$ cat src/rtl/arm_pipeline_pkg.sv
// Shared pipeline definitions: word width, the NOP encoding, the fetch-entry
// layout and the per-cycle operation code used by the IF/ID prefetch queue.
package arm_pipeline_pkg;

  localparam int unsigned WORD_W = 32;
  localparam logic [31:0] NOP_INSTRUCTION = 32'h0;

  typedef struct packed {
    logic [WORD_W-1:0] pc;
    logic [WORD_W-1:0] instruction;
  } fetch_entry_t;

  // Net effect of one cycle on the queue bookkeeping.
  typedef enum logic [2:0] {
    Q_OP_IDLE,
    Q_OP_PUSH,
    Q_OP_POP,
    Q_OP_PUSH_POP,
    Q_OP_FLUSH
  } queue_op_e;

  // Flush dominates; otherwise combine push/pop into a single operation.
  function automatic queue_op_e queue_op(input logic push, input logic pop, input logic flush);
    queue_op_e op;
    if (flush)             op = Q_OP_FLUSH;
    else if (push && pop)  op = Q_OP_PUSH_POP;
    else if (push)         op = Q_OP_PUSH;
    else if (pop)          op = Q_OP_POP;
    else                   op = Q_OP_IDLE;
    return op;
  endfunction

endpackage

$ cat src/rtl/if_id_prefetch_queue_mem.sv
// Entry storage for the prefetch queue: DEPTH x DATA_W registers, one
// synchronous write port and one asynchronous read port. Contents are not reset.
module prefetch_queue_mem #(
  parameter int unsigned DEPTH  = 4,
  parameter int unsigned DATA_W = 64,
  parameter int unsigned ADDR_W = $clog2(DEPTH)
) (
  input  logic              clk,
  input  logic              we,
  input  logic [ADDR_W-1:0] waddr,
  input  logic [DATA_W-1:0] wdata,
  input  logic [ADDR_W-1:0] raddr,
  output logic [DATA_W-1:0] rdata
);

  logic [DATA_W-1:0] storage [DEPTH];

  // Write the addressed entry on a push; no reset so the array maps to plain flops/RAM.
  always_ff @(posedge clk) begin
    if (we) storage[waddr] <= wdata;
  end

  // Asynchronous read of the head entry.
  always_comb begin
    rdata = storage[raddr];
  end

endmodule

$ cat src/rtl/if_id_prefetch_queue.sv
// IF/ID decoupling queue: buffers up to DEPTH {pc, instruction} pairs between
// fetch and decode, back-pressures fetch when full and empties on a branch flush.
module if_id_prefetch_queue #(
  parameter int unsigned DEPTH  = 4,
  parameter int unsigned WORD_W = 32
) (
  input  logic                       clk,
  input  logic                       rst,
  input  logic                       in_valid,
  input  logic [WORD_W-1:0]          in_pc,
  input  logic [WORD_W-1:0]          in_instruction,
  output logic                       in_ready,
  input  logic                       flush,
  input  logic                       freeze,
  output logic                       out_valid,
  output logic [WORD_W-1:0]          out_pc,
  output logic [WORD_W-1:0]          out_instruction,
  output logic [$clog2(DEPTH):0]     count
);

  import arm_pipeline_pkg::*;

  localparam int unsigned PTR_W = $clog2(DEPTH);
  localparam int unsigned CNT_W = PTR_W + 1;

  logic [PTR_W-1:0]    rptr;
  logic [PTR_W-1:0]    wptr;
  logic                push;
  logic                pop;
  queue_op_e           op;
  logic [2*WORD_W-1:0] head_data;

  // Handshake flags come from the registered count only, so there is no
  // combinational path from in_valid or freeze to in_ready.
  always_comb begin
    in_ready  = (count != CNT_W'(DEPTH));
    out_valid = (count != '0);
    push      = in_valid & in_ready & ~flush;
    pop       = out_valid & ~freeze & ~flush;
    op        = queue_op(push, pop, flush);
  end

  // Pointer and occupancy bookkeeping; reset has priority, then flush.
  always_ff @(posedge clk) begin
    if (rst) begin
      rptr  <= '0;
      wptr  <= '0;
      count <= '0;
    end else begin
      case (op)
        Q_OP_FLUSH: begin
          rptr  <= '0;
          wptr  <= '0;
          count <= '0;
        end
        Q_OP_PUSH: begin
          wptr  <= wptr + PTR_W'(1);
          count <= count + CNT_W'(1);
        end
        Q_OP_POP: begin
          rptr  <= rptr + PTR_W'(1);
          count <= count - CNT_W'(1);
        end
        Q_OP_PUSH_POP: begin
          wptr <= wptr + PTR_W'(1);
          rptr <= rptr + PTR_W'(1);
        end
        default: ;
      endcase
    end
  end

  prefetch_queue_mem #(
    .DEPTH  (DEPTH),
    .DATA_W (2 * WORD_W),
    .ADDR_W (PTR_W)
  ) u_mem (
    .clk   (clk),
    .we    (push),
    .waddr (wptr),
    .wdata ({in_pc, in_instruction}),
    .raddr (rptr),
    .rdata (head_data)
  );

  // Head entry is presented combinationally; forced to zero/NOP when empty.
  always_comb begin
    out_pc          = '0;
    out_instruction = WORD_W'(NOP_INSTRUCTION);
    if (out_valid) begin
      out_pc          = head_data[2*WORD_W-1:WORD_W];
      out_instruction = head_data[WORD_W-1:0];
    end
  end

endmodule
$ cat config.mk
export PLATFORM = sky130hd
export DESIGN_NAME = if_id_prefetch_queue
export DESIGN_NICKNAME = d
export VERILOG_FILES = /design/src/rtl/arm_pipeline_pkg.sv /design/src/rtl/if_id_prefetch_queue_mem.sv /design/src/rtl/if_id_prefetch_queue.sv
export SDC_FILE = /design/constraint.sdc
export NUM_CORES = 1
export LEC_CHECK = 0
export BUFFER_PORTS_ARGS = -buffer_cell sky130_fd_sc_hd__buf_2
export CAP_MARGIN = 0
export CORE_ASPECT_RATIO = 0.75
export CORE_MARGIN = 2
export CORE_UTILIZATION = 55
export CTS_BUF_LIST = sky130_fd_sc_hd__clkbuf_16
export CTS_CLUSTER_SIZE = 40
export DETAILED_ROUTE_END_ITERATION = 16
export HOLD_SLACK_MARGIN = 0.06
export PLACE_DENSITY = 0.77
export SYNTH_ARGS = -nofsm -noshare
export SYNTH_HDL_FRONTEND = slang
export SYNTH_HIERARCHICAL = 1
export SYNTH_SLANG_ARGS = --single-unit
$ cat constraint.sdc
create_clock -name clk -period 14.31 [get_ports clk]
set_input_delay 1.431 -clock clk [delete_from_list [all_inputs] [get_ports clk]]
set_output_delay 1.431 -clock clk [all_outputs]
set_load 0.01 [all_outputs]
==> metrics.md <==
| Metric | Value |
|---|---|
| Wire length of the first global-routing pass | 27.4 mm |
| Die ar. | 19600 sq um |
| # DRC | 0 |
| Final layout net count | between 600 and 700 |
| Cells taking the most area after synthesis | sky130_fd_sc_hd__edfxtp_1 (76%), sky130_fd_sc_hd__mux4_2 (13%), sky130_fd_sc_hd__and2_1 (3.9%) |
| Reg2Reg Depth | 5 |
| Reg2reg start | count[0]$_SDFFE_PP0P_ |
| Highest cell delay on the worst timing path | around 730 ps |
| Cell count of the worst hold path | 2 |
| Outcome | finished clean |
| Worst hold slack | around 640 ps |
| Setup repair bufs after CTS | 0 |
| Post-Place Cells | approximately 800 |
| Initial core utilization | a little under three fifths |
| Number of global-route vias before repair | around 5000 |
| Critical path cell sequence | buf_4 -> mux4_1 -> and2_1 -> buf_2 |
| VDD IR max | approximately 0.00012 V |
| Number of CTS-inserted buffers | 24 |
| Crit-path leading delay family | buffers and inverters |
| Setup repair after global routing missed its margin | no |
| Count of final setup violators | 0 |
| Cells after Synth | 457 |
| Capturing point of the worst reg2reg path | u_mem/storage[0][20]$_DFFE_PP_ |
| HPWL after DPL | ~9.9 mm |
| Final slew viol count | 0 |
| Fraction of registers with async set/reset | 0% |
| Final critical-path share of the clock period | between 30% and 40% |
| Minimum setup slack among reg-to-reg paths | between 10000 and 15000 ps |
| Pwr Density | 134 nW/um^2 |
| IO buf count | between 100 and 150 |
| Aggregate global routing overflow | 0 |
| Slowest stage cell, crit path | sky130_fd_sc_hd__dfxtp_4 |
| Initial antenna violation count | 3 |
| Synth Warn # | 6 |
| Clock slew at the register clock pins of the worst setup and hold paths | 70 ps |
| Cell row count | between 40 and 50 |
| Area of the core region | 18300 sq um |
| Post-layout power | about 1.6 mW |
| DP Worst Slack | slightly above 10000 ps |
| Total leakage power | just over 4 nW |
| Required time reported for the critical path endpoint | ~13000 ps |
| Cell area after synthesis | 10200 sq um |
| Post-Route Setup TNS | 0 ps |
| Total number of clock tree sinks | 263 |
| Layout cell share with drive strength beyond 1 | between 30% and 40% |
| Clk_skew | ~9.6 ps |
| Clock Latency Late Sink | about 500 ps |
| Die W | about 160 microns |
| Area of all placed cells without fillers | around 12000 sq um |
| Count of flip-flops with a built-in enable after synthesis | around 260 |
| Hold_sp | count[1]$_SDFFE_PP0P_ |
| Layout overhead on the synthesized area | 16.3% |
| Element type at the critical path start | flip-flop |
| Final routed wirelength across all metal layers | approximately 17 mm |
| Layout Cells excl Fill | about 870 |
| DRT antenna net count | 0 |
| Placed Area | around 11000 sq um |
| DR iter-0 viols | about 360 |
| Number of maximum-capacitance violations | 0 |
| Number of optimization iterations in the first detailed-route pass | 5 |
| Distinct cell type count after synthesis | 36 |
| Detailed-route via count | between 4000 and 5000 |
| Largest net degree at the start of global routing | 67 |
| H-tree Lvls | 1 |
| Clk Tree Root Cell | sky130_fd_sc_hd__clkbuf_16 |
| Clock tree from TritonCTS | built |
| Synth top area share | between 70% and 80% |
| Synth area leader | sky130_fd_sc_hd__edfxtp_1 |
| Portion of the post-synthesis area used by sequential elements | between 70% and 80% |
| Clock Path Buffers | 3 |
| Routability-driven placement congestion ratio | about 0.75 |
| Number of nets produced by synthesis | around 530 |
| Max-slew headroom | a little over a fifth |
| Filler cell count in the final layout | about 1200 |
| Setup CP Type | flip-flop to output port |
| Top-Level Pins | about 140 |
| Arr. time, crit path | around 2900 ps |
| Overall Global Routing Usage | between 10% and 20% |
| Highest Clock Rate | around 230 MHz |
| Number of endpoints with negative hold slack in the final report | 0 |
| Vias per cell | ~5.6 |
| Worst min-delay path category | flip-flop to flip-flop |
| Critical Path End Type | output port |
| Die extent in y | roughly 120 microns |
| CP Buf/Inv Count | 2 |
| Primary flip-flop cell chosen by synthesis mapping | sky130_fd_sc_hd__edfxtp_1 |
| Final core utilization | 64.7% |
| Total of flip-flops plus latches after synthesis | around 260 |
| Actual slew at the worst max-slew pin | about 1200 ps |
| Routed wire length per instance | 20.2 microns |
| WHS Endpoint | count[1]$_SDFFE_PP0P_ |
| Shortest clock period the worst path allows after layout | 4320 ps |
| Biggest fanout along the worst timing path | 37 |
| Hold bufs inserted after CTS | 0 |
| Final setup margin | approximately 10000 ps |
| Number of gates given a new drive strength after cts | 0 |
| Avg Cell Area, Syn | 22.3 sq um |
synthesized netlist by cell type (3+ instances only):
cell and n:
sky130_fd_sc_hd__edfxtp_1 256, sky130_fd_sc_hd__and2_1 64, sky130_fd_sc_hd__mux4_2 60, sky130_fd_sc_hd__clkbuf_1 8
sky130_fd_sc_hd__dfxtp_1 7, sky130_fd_sc_hd__buf_12 6, sky130_fd_sc_hd__buf_2 6, sky130_fd_sc_hd__nor3_1 6
sky130_fd_sc_hd__mux4_1 4, sky130_fd_sc_hd__nand2_1 4, sky130_fd_sc_hd__nor2_1 3
cells in the final DEF, fill, tap and decap left out, drive strengths merged, types with 2 or more instances in the layout:
cell and n:
and3b 2, edfxtp 256, inv 5, nand2 4, dfxtp 7, a211oi 2
buf 140, bufinv 4, nor2 3, xnor2 2, and2 64, nor3b 2
o211ai 2, nor3 7, a21oi 2, clkbuf 25, clkinv 11, o21a 2
xor2 2, mux4 64
worst register-to-register path: stages, from the launching register on:
cell and delay [ps]:
sky130_fd_sc_hd__dfxtp_1 520, sky130_fd_sc_hd__or3b_1 220, sky130_fd_sc_hd__nand2_1 90, sky130_fd_sc_hd__nor2_1 210, sky130_fd_sc_hd__nor3b_2 640, sky130_fd_sc_hd__buf_4 790
layer usage:
layer / vias up / part of all wire [%] / GRT usage [%] / wire, microns
met1: 2460 / 42 / 25.1 / 7400
met2: 172 / 48 / 30.0 / 8350
met3: 25 / 8.2 / 5.21 / 1430
met5: - / 0.074 / 0 / 13
met4: 2 / 1.5 / 3.24 / 263
li1: 2152 / - / - / -
state kept, by name, summed over array words and instances (netlist names):
signal and count:
u_mem/storage 256, count 3, rptr 2, wptr 2
how the worst max path moves through the flow:
stage | to | slack (ps) | start | cells after the start
after floorplan | u_mem/storage[0][0]$_DFFE_PP_ | 7230 | flush | 3
after global placement | out_pc[31] | 10380 | rptr[0]$_SDFFE_PP0P_ | 4
after detailed placement | out_pc[31] | 10400 | rptr[0]$_SDFFE_PP0P_ | 4
after CTS | out_pc[31] | 9860 | rptr[0]$_SDFFE_PP0P_ | 4
after global routing | out_pc[31] | 9700 | rptr[0]$_SDFFE_PP0P_ | 4
final | out_pc[31] | 9990 | rptr[0]$_SDFFE_PP0P_ | 4
where the power goes:
part	switching, mW	total [mW]	internal, mW
combinational	0.0442	0.0796	0.0354
clock	0.255	0.643	0.388
sequential	0.00526	0.865	0.860
total	0.305	1.59	1.28
final cells by class:
cell class	count	area (sq um)	share of cell area [%]
Clock buffer	25	626	5.29
Inverter	2	7.51	0.0635
Antenna cell	1	2.50	0.0212
Sequential cell	263	7840	66.2
Multi-Input combinational cell	169	2160	18.2
Timing Repair Buffer	140	708	5.99
Tap cell	247	309	2.61
Clock inverter	19	188	1.59
logic make-up after synthesis:
family          Yosys count  share of synthesized area, %
flops                   263                          76.9
compound gates           10                         0.676
mux                      64                          14.3
fa+ha+maj                 1                         0.197
buf+inv                  25                          2.04
simple gates             90                          5.49
xor+xnor                  4                         0.344
(Power assumes the default switching activity.)
